<file path="src/rtl/bin14_to_bcd_seq.sv">
// -----------------------------------------------------------------------------
// bin14_to_bcd_seq
//   Sequential binary-to-BCD converter using shift-add-3 (double dabble).
//   Converts one input bit per clock under a start/busy/done handshake.
//   The result is written to bcd in a single step and held until the next
//   conversion finishes.
//
// Parameters
//   WIDTH   binary input width in bits (>= 1)
//   DIGITS  number of BCD output digits (10^DIGITS > 2^WIDTH-1)
//
// Ports
//   clk    in   1          system clock, rising edge
//   rst    in   1          synchronous reset, active-high
//   start  in   1          conversion request, sampled only while busy=0
//   bin    in   WIDTH      unsigned value, captured on the accepted start
//   busy   out  1          high while a conversion is in flight (SHIFT/DONE)
//   done   out  1          single-cycle pulse: bcd holds a fresh result
//   bcd    out  4*DIGITS   packed BCD, digit 0 (units) in bcd[3:0]
//   ovf    out  1          saturation flag
//
// Build option
//   BCD_SAT_9999_EN  when defined, results above 9999 saturate to 0x..09999
//                    and set ovf; when undefined ovf is tied low and bcd is
//                    always the exact value. Timing is the same either way.
// -----------------------------------------------------------------------------
module bin14_to_bcd_seq #(
  parameter int WIDTH  = 14,
  parameter int DIGITS = 5
) (
  input  logic                  clk,
  input  logic                  rst,
  input  logic                  start,
  input  logic [WIDTH-1:0]      bin,
  output logic                  busy,
  output logic                  done,
  output logic [4*DIGITS-1:0]   bcd,
  output logic                  ovf
);

  localparam int BCD_W = 4 * DIGITS;
  localparam int CAT_W = BCD_W + WIDTH;
  localparam int CNT_W = (WIDTH > 1) ? $clog2(WIDTH) : 1;

  typedef enum logic [1:0] {
    S_IDLE  = 2'd0,
    S_SHIFT = 2'd1,
    S_DONE  = 2'd2
  } state_t;

  state_t              r_state;
  state_t              w_state_next;

  logic [WIDTH-1:0]    r_bin;
  logic [BCD_W-1:0]    r_dig;
  logic [CNT_W-1:0]    r_cnt;
  logic                r_done;
  logic [BCD_W-1:0]    r_bcd;

  logic [BCD_W-1:0]    w_adj;
  logic [CAT_W-1:0]    w_shifted;
  logic                w_last;
  logic [BCD_W-1:0]    w_bcd_result;

  // Add-3 correction on each scratch digit. 4-bit add, carry discarded:
  // a digit in 5..9 becomes 8..12, which still fits in four bits.
  generate
    for (genvar gi = 0; gi < DIGITS; gi++) begin : g_adj
      assign w_adj[4*gi +: 4] = (r_dig[4*gi +: 4] >= 4'd5) ?
                                (r_dig[4*gi +: 4] + 4'd3) :
                                r_dig[4*gi +: 4];
    end
  endgenerate

  // Digits and remaining binary bits move left together as one vector.
  assign w_shifted = {w_adj, r_bin} << 1;
  assign w_last    = (r_cnt == CNT_W'(WIDTH - 1));

  // ---------------------------------------------------------------------------
  // FSM
  // ---------------------------------------------------------------------------
  always_ff @(posedge clk) begin
    if (rst) begin
      r_state <= S_IDLE;
    end else begin
      r_state <= w_state_next;
    end
  end

  always_comb begin
    w_state_next = r_state;
    case (r_state)
      S_IDLE:  if (start) w_state_next = S_SHIFT;
      S_SHIFT: if (w_last) w_state_next = S_DONE;
      S_DONE:  w_state_next = S_IDLE;
      default: w_state_next = S_IDLE;
    endcase
  end

  // ---------------------------------------------------------------------------
  // Datapath
  // ---------------------------------------------------------------------------
  always_ff @(posedge clk) begin
    if (rst) begin
      r_bin  <= '0;
      r_dig  <= '0;
      r_cnt  <= '0;
      r_done <= 1'b0;
      r_bcd  <= '0;
    end else begin
      // done is registered so it lines up with the freshly loaded bcd.
      r_done <= (r_state == S_DONE);
      case (r_state)
        S_IDLE: begin
          if (start) begin
            r_bin <= bin;
            r_dig <= '0;
            r_cnt <= '0;
          end
        end
        S_SHIFT: begin
          r_dig <= w_shifted[CAT_W-1:WIDTH];
          r_bin <= w_shifted[WIDTH-1:0];
          r_cnt <= r_cnt + CNT_W'(1);
        end
        S_DONE: begin
          r_bcd <= w_bcd_result;
        end
        default: begin
        end
      endcase
    end
  end

`ifdef BCD_SAT_9999_EN
  logic w_over;
  logic r_ovf;

  // Anything in digit 4 or above means the value exceeds 9999.
  generate
    if (DIGITS > 4) begin : g_over
      assign w_over = |r_dig[BCD_W-1:16];
    end else begin : g_no_over
      assign w_over = 1'b0;
    end
  endgenerate

  assign w_bcd_result = w_over ? BCD_W'(16'h9999) : r_dig;

  always_ff @(posedge clk) begin
    if (rst) begin
      r_ovf <= 1'b0;
    end else if (r_state == S_DONE) begin
      r_ovf <= w_over;
    end
  end

  assign ovf = r_ovf;
`else
  assign w_bcd_result = r_dig;
  assign ovf          = 1'b0;
`endif

  assign busy = (r_state != S_IDLE);
  assign done = r_done;
  assign bcd  = r_bcd;

endmodule

</file>
<file path="config.mk">
export PLATFORM = sky130hd
export DESIGN_NAME = bin14_to_bcd_seq
export DESIGN_NICKNAME = d
export VERILOG_FILES = /design/src/rtl/bin14_to_bcd_seq.sv
export SDC_FILE = /design/constraint.sdc
export NUM_CORES = 1
export LEC_CHECK = 0
export ABC_AREA = 1
export CORE_MARGIN = 8
export CORE_UTILIZATION = 30
export DETAILED_ROUTE_END_ITERATION = 10
export SLEW_MARGIN = 20
export SYNTH_ARGS = -nofsm -noshare
export SYNTH_HDL_FRONTEND = slang
export SYNTH_SLANG_ARGS = --single-unit
</file>
<file path="constraint.sdc">
create_clock -name clk -period 1.3 [get_ports clk]
set_input_delay 0.26 -clock clk [delete_from_list [all_inputs] [get_ports clk]]
set_output_delay 0.26 -clock clk [all_outputs]
set_load 0.01 [all_outputs]
</file>
==> results of run 1 <==
-- worst min path at each step --
stage / start / end / slack, ns / depth (start not counted)
floorplan: bin[0] / r_bin[0]$_SDFFE_PP0P_ / 0.41 / 2
global placement: r_bin[13]$_SDFFE_PP0P_ / r_bin[13]$_SDFFE_PP0P_ / 0.44 / 2
detailed placement: r_bin[10]$_SDFFE_PP0P_ / r_bin[10]$_SDFFE_PP0P_ / 0.45 / 2
CTS: r_bin[10]$_SDFFE_PP0P_ / r_bin[10]$_SDFFE_PP0P_ / 0.46 / 2
global route: r_bin[4]$_SDFFE_PP0P_ / r_bin[4]$_SDFFE_PP0P_ / 0.48 / 2
finish: r_bin[10]$_SDFFE_PP0P_ / r_bin[10]$_SDFFE_PP0P_ / 0.45 / 2
-- layout make-up --
cell class | count | share of cell area, %
multi-input cells | 258 | 36.6
inverters | 43 | 4.60
repair buffers | 61 | 16.3
well taps | 111 | 3.73
flip-flops and latches | 61 | 33.0
clock inverters | 3 | 1.14
clock buffers | 13 | 4.53
-- worst min-delay path, delay by kind of cell, from the launching register on --
kind / cells / cell delay, ns
AOI/OAI and AO/OA: 1 / 0.05
buffers and inverters: 1 / 0.06
DFF: 1 / 0.30
-- registers in the layout, indices dropped and copies added, names as in the netlist --
name,flops
bcd,20
r_dig,20
r_bin,14
r_cnt,4
r_state,2
done,1
-- logic make-up after synthesis --
group	share of synthesized area [%]
adder cells (fa/ha/maj)	5.31
other	0.133
flip-flops	43.2
buffers and inverters	10.6
AND/OR/NAND/NOR	23.2
AO/OA/AOI/OAI	17.5
-- report_power, final --
part	switching, mW	total, mW	internal, mW
combinational	0.189	0.364	0.175
sequential	0.0213	1.93	1.91
clock	0.751	1.79	1.04
-- timing repair --
action	CTS	global route
pin swaps	0	1
setup endpoints to repair	25	18
resized for setup	31	29
endpoints found under the hold margin	0	0
cloned	0	0
-- metrics by stage --
stage               cells  area [um^2]  setup TNS, ns  setup WS [ns]  power (mW)
detailed placement    534         3470          -2.35         -0.133        2.34
global placement      534         3470          -1.96         -0.122        2.33
finish                550         3730              0         0.0786        4.09
global route          550         3730              0       0.000700        4.28
floorplan             379         2830              0          0.120        2.17
CTS                   550         3660              0        0.00243        4.13
-- synth_stat cells, drive strengths merged (5+ instances only) --
cell    number  area, um^2
ha          12         150
inv         43         166
o211ai       6        50.1
nand3       28         140
a21oi       49         245
dfxtp       61        1220
o21ai       34         170
nor2        27         104
nand2       86         345
clkbuf       5        18.8
nand4       10        62.6
buf         12         115
-- layer usage --
| metal | vias to the layer above | track usage, % |
|---|---|---|
| met2 | 61 | 17.1 |
| met4 | 0 | 4.26 |
| li1 | 1364 | - |
| met1 | 1210 | 12.5 |
| met3 | 8 | 4.31 |
| met5 | - | 0 |
==> summary.md, run 1 <==
| Metric | Value |
|---|---|
| Outcome | complete, no violations |
| Critical-path cell list | nor2_2 > inv_1 > buf_2 |
| Min-delay worst type | reg2reg |
| Syn nets | 408 |
| DRC errors left | 0 |
| CTS tree | built |
| Io pins | 40 |
| Die Y | 113 um |
| WP depth | 3 |
| Worst path required time | 1.04 ns |
| Clock Latency Late Sink | 0.35 ns |
| Routability Congestion | 0.826 |
| Clock transition at the registers of the reported paths | 0.07 ns |
| Synthesized flop and latch total | 61 |
| Sequential area share after synthesis | 43.2% |
| Synth async-reset ratio | 0% |
| Max Clock Skew | 0.00837 ns |
| Reg2Reg Capture Point | r_dig[8]$_SDFFE_PP0P_ |
| Synth cell types | 24 |
| RSZ-0062 raised after global routing | no |
| Layout cell share with drive strength beyond 1 | 18.5% |
| Synth Warn # | 0 |
| CP Class | reg2out |
| Final Hold Viols | 0 |
| Via/cell ratio | 4.81 |
| Slew Limit Fails | 0 |
| Postcts setup bufs | 0 |
| Clock Tree Buf Depth | 2 |
| Cell count of the worst reg-to-reg path | 8 |
| WP buf/inv | 2 |
| Commonest non-fill, non-tap cell in the layout | nand2_1 |
| Setup violations, final | 0 |
| Uppermost routed layer | met4 |
| Max Fclk | 819 MHz |
| Cells after Synth | 379 |
| Initial Utilization | 30.7% |
| Crit path launch | r_state[1]$_SDFFE_PP0P_ |
| Horiz. Die Dim | 113 um |
| Clk root buf | clkbuf_8 |
| Post-route antenna net violation count | 0 |
| Register-to-Register Setup Slack | 0.09 ns |
| Met2 wire length | 3070 um |
| Family with the most delay on the worst path | flip-flops |
| Fill count | 950 |
| Area delta synth->final | 31.9% |
| Period utilization | 94.0% |
| Final nets | 463 |
| DR pass1 iterations | 4 |
| Total CTS buffers | 9 |
| Routed len/inst | 12.2 um |
| DIE AREA | 12,800 um^2 |
| Initial antenna violation count | 0 |
| Reg2reg start | r_dig[5]$_SDFFE_PP0P_ |
| N_diodes | 0 |
| Fin util | 40.5% |
| Maximum VDD drop | 478 uV |
| Crit Path Max Fanout | 3 |
| Gr ovfl total | 0 |
| Area of the multi-input gates | 1370 um^2 |
| Min Tclk post-route | 1.22 ns |
| Max incr delay on CP | 0.34 ns |
| Final wirelength | 6720 um |
| Metal3 WL | 464 um |
| Hold Slack | 0.453 ns |
| Post-DP HPWL | 4720 um |
| Worst setup path endpoint | busy |
| Top FF cell, synth | dfxtp_1 |
| Wl on met1 | 3120 um |
| Largest net degree at the start of global routing | 28 |
| Total track usage | 10.7% |
| Vias post-DR | 2,643 |
| Hold-fix buffers at CTS | 0 |
| Leakage power | 1.65 nW |
| Clock tree sinks | 61 |
| Core area | 9200 um^2 |
| Max cap viols | 0 |
| PD cells | 1100 nW/um^2 |
| CP endpoint kind | output pin |
| First-pass GRT wire length | 11,100 um |
| Commonest non-fill, non-tap cells in the layout | nand2_1 (74), dfxtp_1 (53), a21oi_1 (49) |
| Syn_area_per_cell | 7.46 um^2 |
| Htree depth | 3 |
| WP data arrival | 0.96 ns |
| Row Count | 35 |
| Syn Std Cell Area | 2830 um^2 |
| Worst Setup Start Kind | flop |
| Vias in the first global route | 2,490 |
| Sequential standard cell area | 1230 um^2 |
| Post-synth EDFFs | 0 |
| DR iter-0 viols | 108 |
| Critical path's slowest cell | dfxtp_2 |
| Number of buffers added on ports | 38 |
Note: power is estimated with default switching activity, not from simulation.
==> run 2, diff against run 1 <==
--- a/config.mk
+++ b/config.mk
@@ -9,6 +9,8 @@
 export CORE_MARGIN = 8
 export CORE_UTILIZATION = 30
 export DETAILED_ROUTE_END_ITERATION = 10
+export GPL_TIMING_DRIVEN = 0
+export REMOVE_ABC_BUFFERS = 1
 export SLEW_MARGIN = 20
 export SYNTH_ARGS = -nofsm -noshare
 export SYNTH_HDL_FRONTEND = slang
==> run 2 against run 1 <==
Net effect: global-route usage is 0.10 points higher; largest cell class unchanged; highest routed layer unchanged; die area stayed put; register-to-register slack hardly changed; wire length is 0.97% higher; combinational power is 21% lower; final cell count is 3.8% lower.
==> summary.md, run 2 (synthesis gave the netlist of run 1 again) <==
| Metric | Value |
|---|---|
| CP endpoint kind | output pin (unchanged) |
| Max cap viols | 0 (unchanged) |
| Period utilization | 95.0% (was 94.0%) |
| DIE AREA | 12,800 um^2 (unchanged) |
| Least-Margin Pin Slew | 0.616 ns |
| Vias in the first global route | 2,377 (was 2,490) |
| Initial Utilization | 30.7% (unchanged) |
| Clock transition at the registers of the reported paths | 0.07 ns (about the same) |
| Clock Tree Buf Depth | 2 (unchanged) |
| Outcome | complete, no violations (unchanged) |
| Worst Setup Start Kind | flop (unchanged) |
| RSZ-0062 raised after global routing | yes (was no) |
| Largest net degree at the start of global routing | 39 (was 28) |
| WP data arrival | 0.98 ns (was 0.96 ns) |
| Horiz. Die Dim | 113 um (unchanged) |
| Cell count of the worst reg-to-reg path | 8 (unchanged) |
| Critical path's slowest cell | dfxtp_4 (was dfxtp_2) |
| Worst path required time | 1.04 ns (about the same) |
| Row Count | 35 (unchanged) |
| Commonest non-fill, non-tap cell in the layout | nand2_1 (unchanged) |
| Vias post-DR | 2,545 (was 2,643) |
| Final TNS setup | 0 ns (unchanged) |
| Final wirelength | 6780 um (was 6720 um) |
| Die Y | 113 um (unchanged) |
| Total track usage | 10.8% (was 10.7%) |
| Max incr delay on CP | 0.37 ns (was 0.34 ns) |
| Relative slew margins | 58.9% |
| Initial antenna violation count | 0 (unchanged) |
| Slew Limit Fails | 0 (unchanged) |
| Clk root buf | clkbuf_8 (unchanged) |
| Hold-fix buffers at CTS | 0 (unchanged) |
| Hold Path Stages | 2 (unchanged) |
| N_diodes | 0 (unchanged) |
| DR pass1 iterations | 4 (unchanged) |
| Setup violations, final | 0 (unchanged) |
| Clock Latency Late Sink | 0.34 ns (was 0.35 ns) |
| Reg2reg start | r_state[1]$_SDFFE_PP0P_ (was r_dig[5]$_SDFFE_PP0P_) |
| Maximum VDD drop | 615 uV (was 478 uV) |
| Io pins | 40 (unchanged) |
| CTS tree | built (unchanged) |
| Total CTS buffers | 9 (unchanged) |
| Gr ovfl total | 0 (unchanged) |
| Layout cell share with drive strength beyond 1 | 15.3% (was 18.5%) |
| Register-to-Register Setup Slack | 0.09 ns (about the same) |
| Number of buffers added on ports | 38 (unchanged) |
| Fin util | 37.9% (was 40.5%) |
| Reg2Reg Capture Point | r_bin[7]$_SDFFE_PP0P_ (was r_dig[8]$_SDFFE_PP0P_) |
| Worst hold start | rst (was r_bin[10]$_SDFFE_PP0P_) |
| DR iter-0 viols | 117 (was 108) |
| Htree depth | 3 (unchanged) |
| CP Class | reg2out (unchanged) |
| Post-route antenna net violation count | 0 (unchanged) |
| DRC errors left | 0 (unchanged) |
| Routability Congestion | 0.816 (was 0.826) |
| Final Hold Viols | 0 (unchanged) |
| Family with the most delay on the worst path | flip-flops (unchanged) |
| Clock tree sinks | 61 (unchanged) |
| PD cells | 1110 nW/um^2 (was 1100 nW/um^2) |
| Critical-path cell list | nor2_4 > inv_1 > buf_2 (was nor2_2 > inv_1 > buf_2) |
| Max Fclk | 809 MHz (was 819 MHz) |
| Leakage power | 1.51 nW (was 1.65 nW) |
| Min-delay worst type | in2reg (was reg2reg) |
| Placed cell areas | 3210 um^2 (was 3470 um^2) |
| Routed len/inst | 12.8 um (was 12.2 um) |
| Area delta synth->final | 23.4% (was 31.9%) |
| Post-DP HPWL | 4250 um (was 4720 um) |
| Hold Slack | 0.419 ns (was 0.453 ns) |
| Hold Crit Endpoint | r_dig[16]$_SDFFE_PP0P_ (was r_bin[10]$_SDFFE_PP0P_) |
| First-pass GRT wire length | 11,200 um (was 11,100 um) |
| Commonest non-fill, non-tap cells in the layout | nand2_1 (76), dfxtp_1 (50), a21oi_1 (49) (was nand2_1 (74), dfxtp_1 (53), a21oi_1 (49)) |
| Crit Path Max Fanout | 4 (was 3) |
| Post-route cell area | 3490 um^2 (was 3730 um^2) |
| Final nets | 442 (was 463) |
| Via/cell ratio | 4.81 (about the same) |
| Max Clock Skew | 0.00778 ns (was 0.00837 ns) |
| WP buf/inv | 2 (unchanged) |
| Core area | 9200 um^2 (unchanged) |
| Min Tclk post-route | 1.24 ns (was 1.22 ns) |
## run 2: cell types whose count changed in the layout (fill, tap and decap cells not counted), sizes merged
cell           previous run  this run
buf                      24         3
clkbuf                   13        12
clkinv                    1         3
clkdlybuf4s50            16        15
## run 2: routing by layer
layer / global-route usage [%] / up-vias / wire length, um
met4: 3.64 / 0 / 85
met1: 12.9 / 1157 / 3130
li1: - / 1320 / -
met2: 17.1 / 57 / 3170
met5: 0 / - / 0
met3: 4.53 / 11 / 404
## run 2: final cells by class
type / instances / area (um^2)
timing repair inverter: 1 / 8.76
sequential: 61 / 1240
timing repair buffer: 39 / 352
clock inverter: 4 / 47.5
tap: 111 / 139
multi-input combinational: 258 / 1360
fill: 1006 / 5710
inverter: 43 / 194
clock buffer: 12 / 145
## run 2: worst max-delay path by stage
stage	to	slack (ns)	depth (start not counted)	from
2_1_floorplan	r_dig[4]$_SDFFE_PP0P_	0.12	9	r_dig[0]$_SDFFE_PP0P_
3_3_place_gp	r_dig[0]$_SDFFE_PP0P_	-1.28	4	rst
3_5_place_dp	r_cnt[1]$_SDFFE_PP0P_	-0.28	4	rst
4_1_cts	busy	-0.08	3	r_state[0]$_SDFFE_PP0P_
5_1_grt	r_dig[8]$_SDFFE_PP0P_	-0.05	9	r_dig[5]$_SDFFE_PP0P_
6_report	busy	0.06	3	r_state[0]$_SDFFE_PP0P_
## run 2: timing repair
action,4_1_cts,5_1_grt
gates cloned,0,1
setup buffers,0,1
pin swaps,0,2
setup endpoints to repair,49,43
gates resized for setup,38,37
## run 2: stage by stage
stage               instances  total power, mW  setup WS [ns]
detailed placement        511             2.25         -0.278
finish                    529             3.87         0.0647
global placement          511             2.25          -1.28
CTS                       527             3.93        -0.0797
global route              529             4.06        -0.0493
floorplan                 362             2.12          0.116
## run 2: worst register-to-register path: cells and delay by family (launching register included)
family | cells | cell delay, ns
AND/OR/NAND/NOR | 5 | 0.50
flip-flops | 1 | 0.35
buffers and inverters | 3 | 0.26
## run 2: power by group
part           leakage [nW]  internal (mW)  total (mW)  switching (mW)
combinational         0.915          0.104       0.287           0.183
sequential            0.501           1.90        1.93          0.0273
clock                0.0964          0.932        1.66           0.723
total                  1.51           2.94        3.87           0.933
==> run 3, diff against run 2 <==
--- a/config.mk
+++ b/config.mk
@@ -6,7 +6,7 @@
 export NUM_CORES = 1
 export LEC_CHECK = 0
 export ABC_AREA = 1
-export CORE_MARGIN = 8
+export CORE_MARGIN = 5
 export CORE_UTILIZATION = 30
 export DETAILED_ROUTE_END_ITERATION = 10
 export GPL_TIMING_DRIVEN = 0
==> run 3 against run 2 <==
Net effect: register-to-register slack got worse by 0.02 ns; hold slack improved by 0.026 ns; clock skew rose by 0.0027 ns; global-route usage rose by 0.59 points; first-iteration DRC count fell by 20%; sequential share of layout area fell by 1.4 points; critical path type unchanged; largest cell class unchanged; largest power group unchanged; highest routed layer unchanged.
==> summary.md, run 3 (synthesis gave the netlist of run 1 again) <==
| Metric | Value |
|---|---|
| Outcome | complete, no violations (unchanged) |
| Leakage power | 1.57 nW (was 1.51 nW) |
| Relative slew margins | 52.6% (was 58.9%) |
| Die Y | 107 um (was 113 um) |
| Max Clock Skew | 0.0105 ns (was 0.00778 ns) |
| Largest net degree at the start of global routing | 39 (unchanged) |
| Cell count of the worst reg-to-reg path | 8 (unchanged) |
| Area delta synth->final | 28.8% (was 23.4%) |
| Family with the most delay on the worst path | flip-flops (unchanged) |
| PD cells | 1110 nW/um^2 (about the same) |
| Max Fclk | 807 MHz (was 809 MHz) |
| Hold-fix buffers at CTS | 0 (unchanged) |
| Gr ovfl total | 0 (unchanged) |
| N_diodes | 0 (unchanged) |
| Htree depth | 3 (unchanged) |
| Horiz. Die Dim | 107 um (was 113 um) |
| Fin cells | 536 (was 529) |
| Vias post-DR | 2,607 (was 2,545) |
| Clock transition at the registers of the reported paths | 0.06 ns (was 0.07 ns) |
| Number of buffers added on ports | 38 (unchanged) |
| Placed cell count | 511 (unchanged) |
| Routability Congestion | 0.826 (was 0.816) |
| Max incr delay on CP | 0.37 ns (about the same) |
| DR pass1 iterations | 4 (unchanged) |
| Total chip power | 4.02 mW (was 3.87 mW) |
| Post-DP HPWL | 4070 um (was 4250 um) |
| Least-Margin Pin Slew | 0.711 ns (was 0.616 ns) |
| Reg2Reg Capture Point | r_bin[5]$_SDFFE_PP0P_ (was r_bin[7]$_SDFFE_PP0P_) |
| First-pass GRT wire length | 10,500 um (was 11,200 um) |
| Register-to-Register Setup Slack | 0.07 ns (was 0.09 ns) |
| Worst hold start | r_bin[13]$_SDFFE_PP0P_ (was rst) |
| Vias in the first global route | 2,313 (was 2,377) |
| Maximum VDD drop | 513 uV (was 615 uV) |
| Crit Path Max Fanout | 4 (unchanged) |
| CTS tree | built (unchanged) |
| Io pins | 40 (unchanged) |
| Critical-path cell list | nor2_4 > inv_1 > buf_2 (unchanged) |
| Final nets | 449 (was 442) |
| WP depth | 3 (unchanged) |
| DRC errors left | 0 (unchanged) |
| Hold Crit Endpoint | r_bin[13]$_SDFFE_PP0P_ (was r_dig[16]$_SDFFE_PP0P_) |
| Final wirelength | 6700 um (was 6780 um) |
| WP buf/inv | 2 (unchanged) |
| Max cap viols | 0 (unchanged) |
| Clk root buf | clkbuf_8 (unchanged) |
| Clock Latency Late Sink | 0.34 ns (about the same) |
| Min Tclk post-route | 1.24 ns (about the same) |
| Layout cell share with drive strength beyond 1 | 18.1% (was 15.3%) |
| Reg2reg start | r_state[0]$_SDFFE_PP0P_ (was r_state[1]$_SDFFE_PP0P_) |
| Setup violations, final | 0 (unchanged) |
| Routed len/inst | 12.5 um (was 12.8 um) |
| DR iter-0 viols | 94 (was 117) |
| Final TNS setup | 0 ns (unchanged) |
| Total CTS buffers | 9 (unchanged) |
| Row Count | 35 (unchanged) |
| CP Class | reg2out (unchanged) |
| Initial Utilization | 30.7% (unchanged) |
| Clock Tree Buf Depth | 2 (unchanged) |
| Total track usage | 11.4% (was 10.8%) |
| DIE AREA | 11,500 um^2 (was 12,800 um^2) |
| Slew Limit Fails | 0 (unchanged) |
| Hold Path Stages | 2 (unchanged) |
| Initial antenna violation count | 0 (unchanged) |
| Period utilization | 95.3% (was 95.0%) |
| Worst Setup Start Kind | flop (unchanged) |
| Worst path required time | 1.04 ns (about the same) |
| Min-delay worst type | reg2reg (was in2reg) |
| CP endpoint kind | output pin (unchanged) |
| Post-route antenna net violation count | 0 (unchanged) |
| Critical path's slowest cell | dfxtp_4 (unchanged) |
| RSZ-0062 raised after global routing | yes (unchanged) |
| Commonest non-fill, non-tap cell in the layout | nand2_1 (unchanged) |
| Core area | 9200 um^2 (unchanged) |
| WP data arrival | 0.98 ns (about the same) |
| Via/cell ratio | 4.86 (was 4.81) |
| Final Hold Viols | 0 (unchanged) |
| Clock tree sinks | 61 (unchanged) |
| Commonest non-fill, non-tap cells in the layout | nand2_1 (74), dfxtp_1 (50), a21oi_1 (48) (was nand2_1 (76), dfxtp_1 (50), a21oi_1 (49)) |
[run 3: cell types whose count changed in the layout (fill, tap and decap cells not counted), moves of 2 or more]
cell,change
nand2_8,+2
nand2_2,+2
nand2_4,-2
nand2_1,-2
buf_4,+5
clkbuf_8,+2
[run 3: worst min-delay path, cell delays in order (launching register included)]
cell and delay, ns:
dfxtp_1 0.30, inv_1 0.05, a21oi_1 0.05
[run 3: how the worst max path moves through the flow]
stage                            startpoint                    end  slack [ns]
finish              r_state[0]$_SDFFE_PP0P_                   busy        0.06
global route          r_dig[5]$_SDFFE_PP0P_  r_dig[8]$_SDFFE_PP0P_       -0.05
CTS                 r_state[0]$_SDFFE_PP0P_    bcd[1]$_SDFFE_PP0P_       0.004
detailed placement                      rst  r_dig[0]$_SDFFE_PP0P_       -1.25
global placement                        rst  r_dig[0]$_SDFFE_PP0P_       -1.26
floorplan             r_dig[0]$_SDFFE_PP0P_  r_dig[4]$_SDFFE_PP0P_        0.12
[run 3: per-layer routing]
| metal | wire [um] | up-vias | track usage, % |
|---|---|---|---|
| met5 | 0 | - | 0 |
| met4 | 87 | 0 | 3.74 |
| met3 | 300 | 10 | 4.33 |
| met2 | 3190 | 62 | 18.7 |
| met1 | 3120 | 1193 | 13.7 |
| li1 | - | 1342 | - |
[run 3: layout make-up]
cell class / count / area, um^2
repair inverters: 2 / 20.0
clock inverters: 3 / 42.5
multi-input cells: 258 / 1400
inverters: 43 / 218
clock buffers: 13 / 169
fillers: 993 / 5560
well taps: 111 / 139
flip-flops and latches: 61 / 1250
repair buffers: 45 / 407
[run 3: through the flow]
step | hold slack, ns | setup WS (ns) | util, % | instance area, um^2
after floorplan | 0.329 | 0.116 | - | 2690
after global placement | 0.437 | -1.26 | 34.9 | 3210
after detailed placement | 0.439 | -1.25 | 34.9 | 3210
after CTS | 0.447 | 0.00382 | 37.4 | 3440
after global routing | 0.467 | -0.0467 | 39.6 | 3640
final | 0.445 | 0.0609 | 39.6 | 3640
[run 3: timing repair]
item,4_1_cts,5_1_grt
pin swaps,0,4
resized for setup,46,50
endpoints found under the setup margin,83,54
setup buffers,1,6
cloned,0,2
[run 3: where the power goes]
group	total (mW)	internal (mW)	switching, mW
registers	1.93	1.90	0.0274
logic	0.330	0.129	0.201
clock network	1.76	1.04	0.724
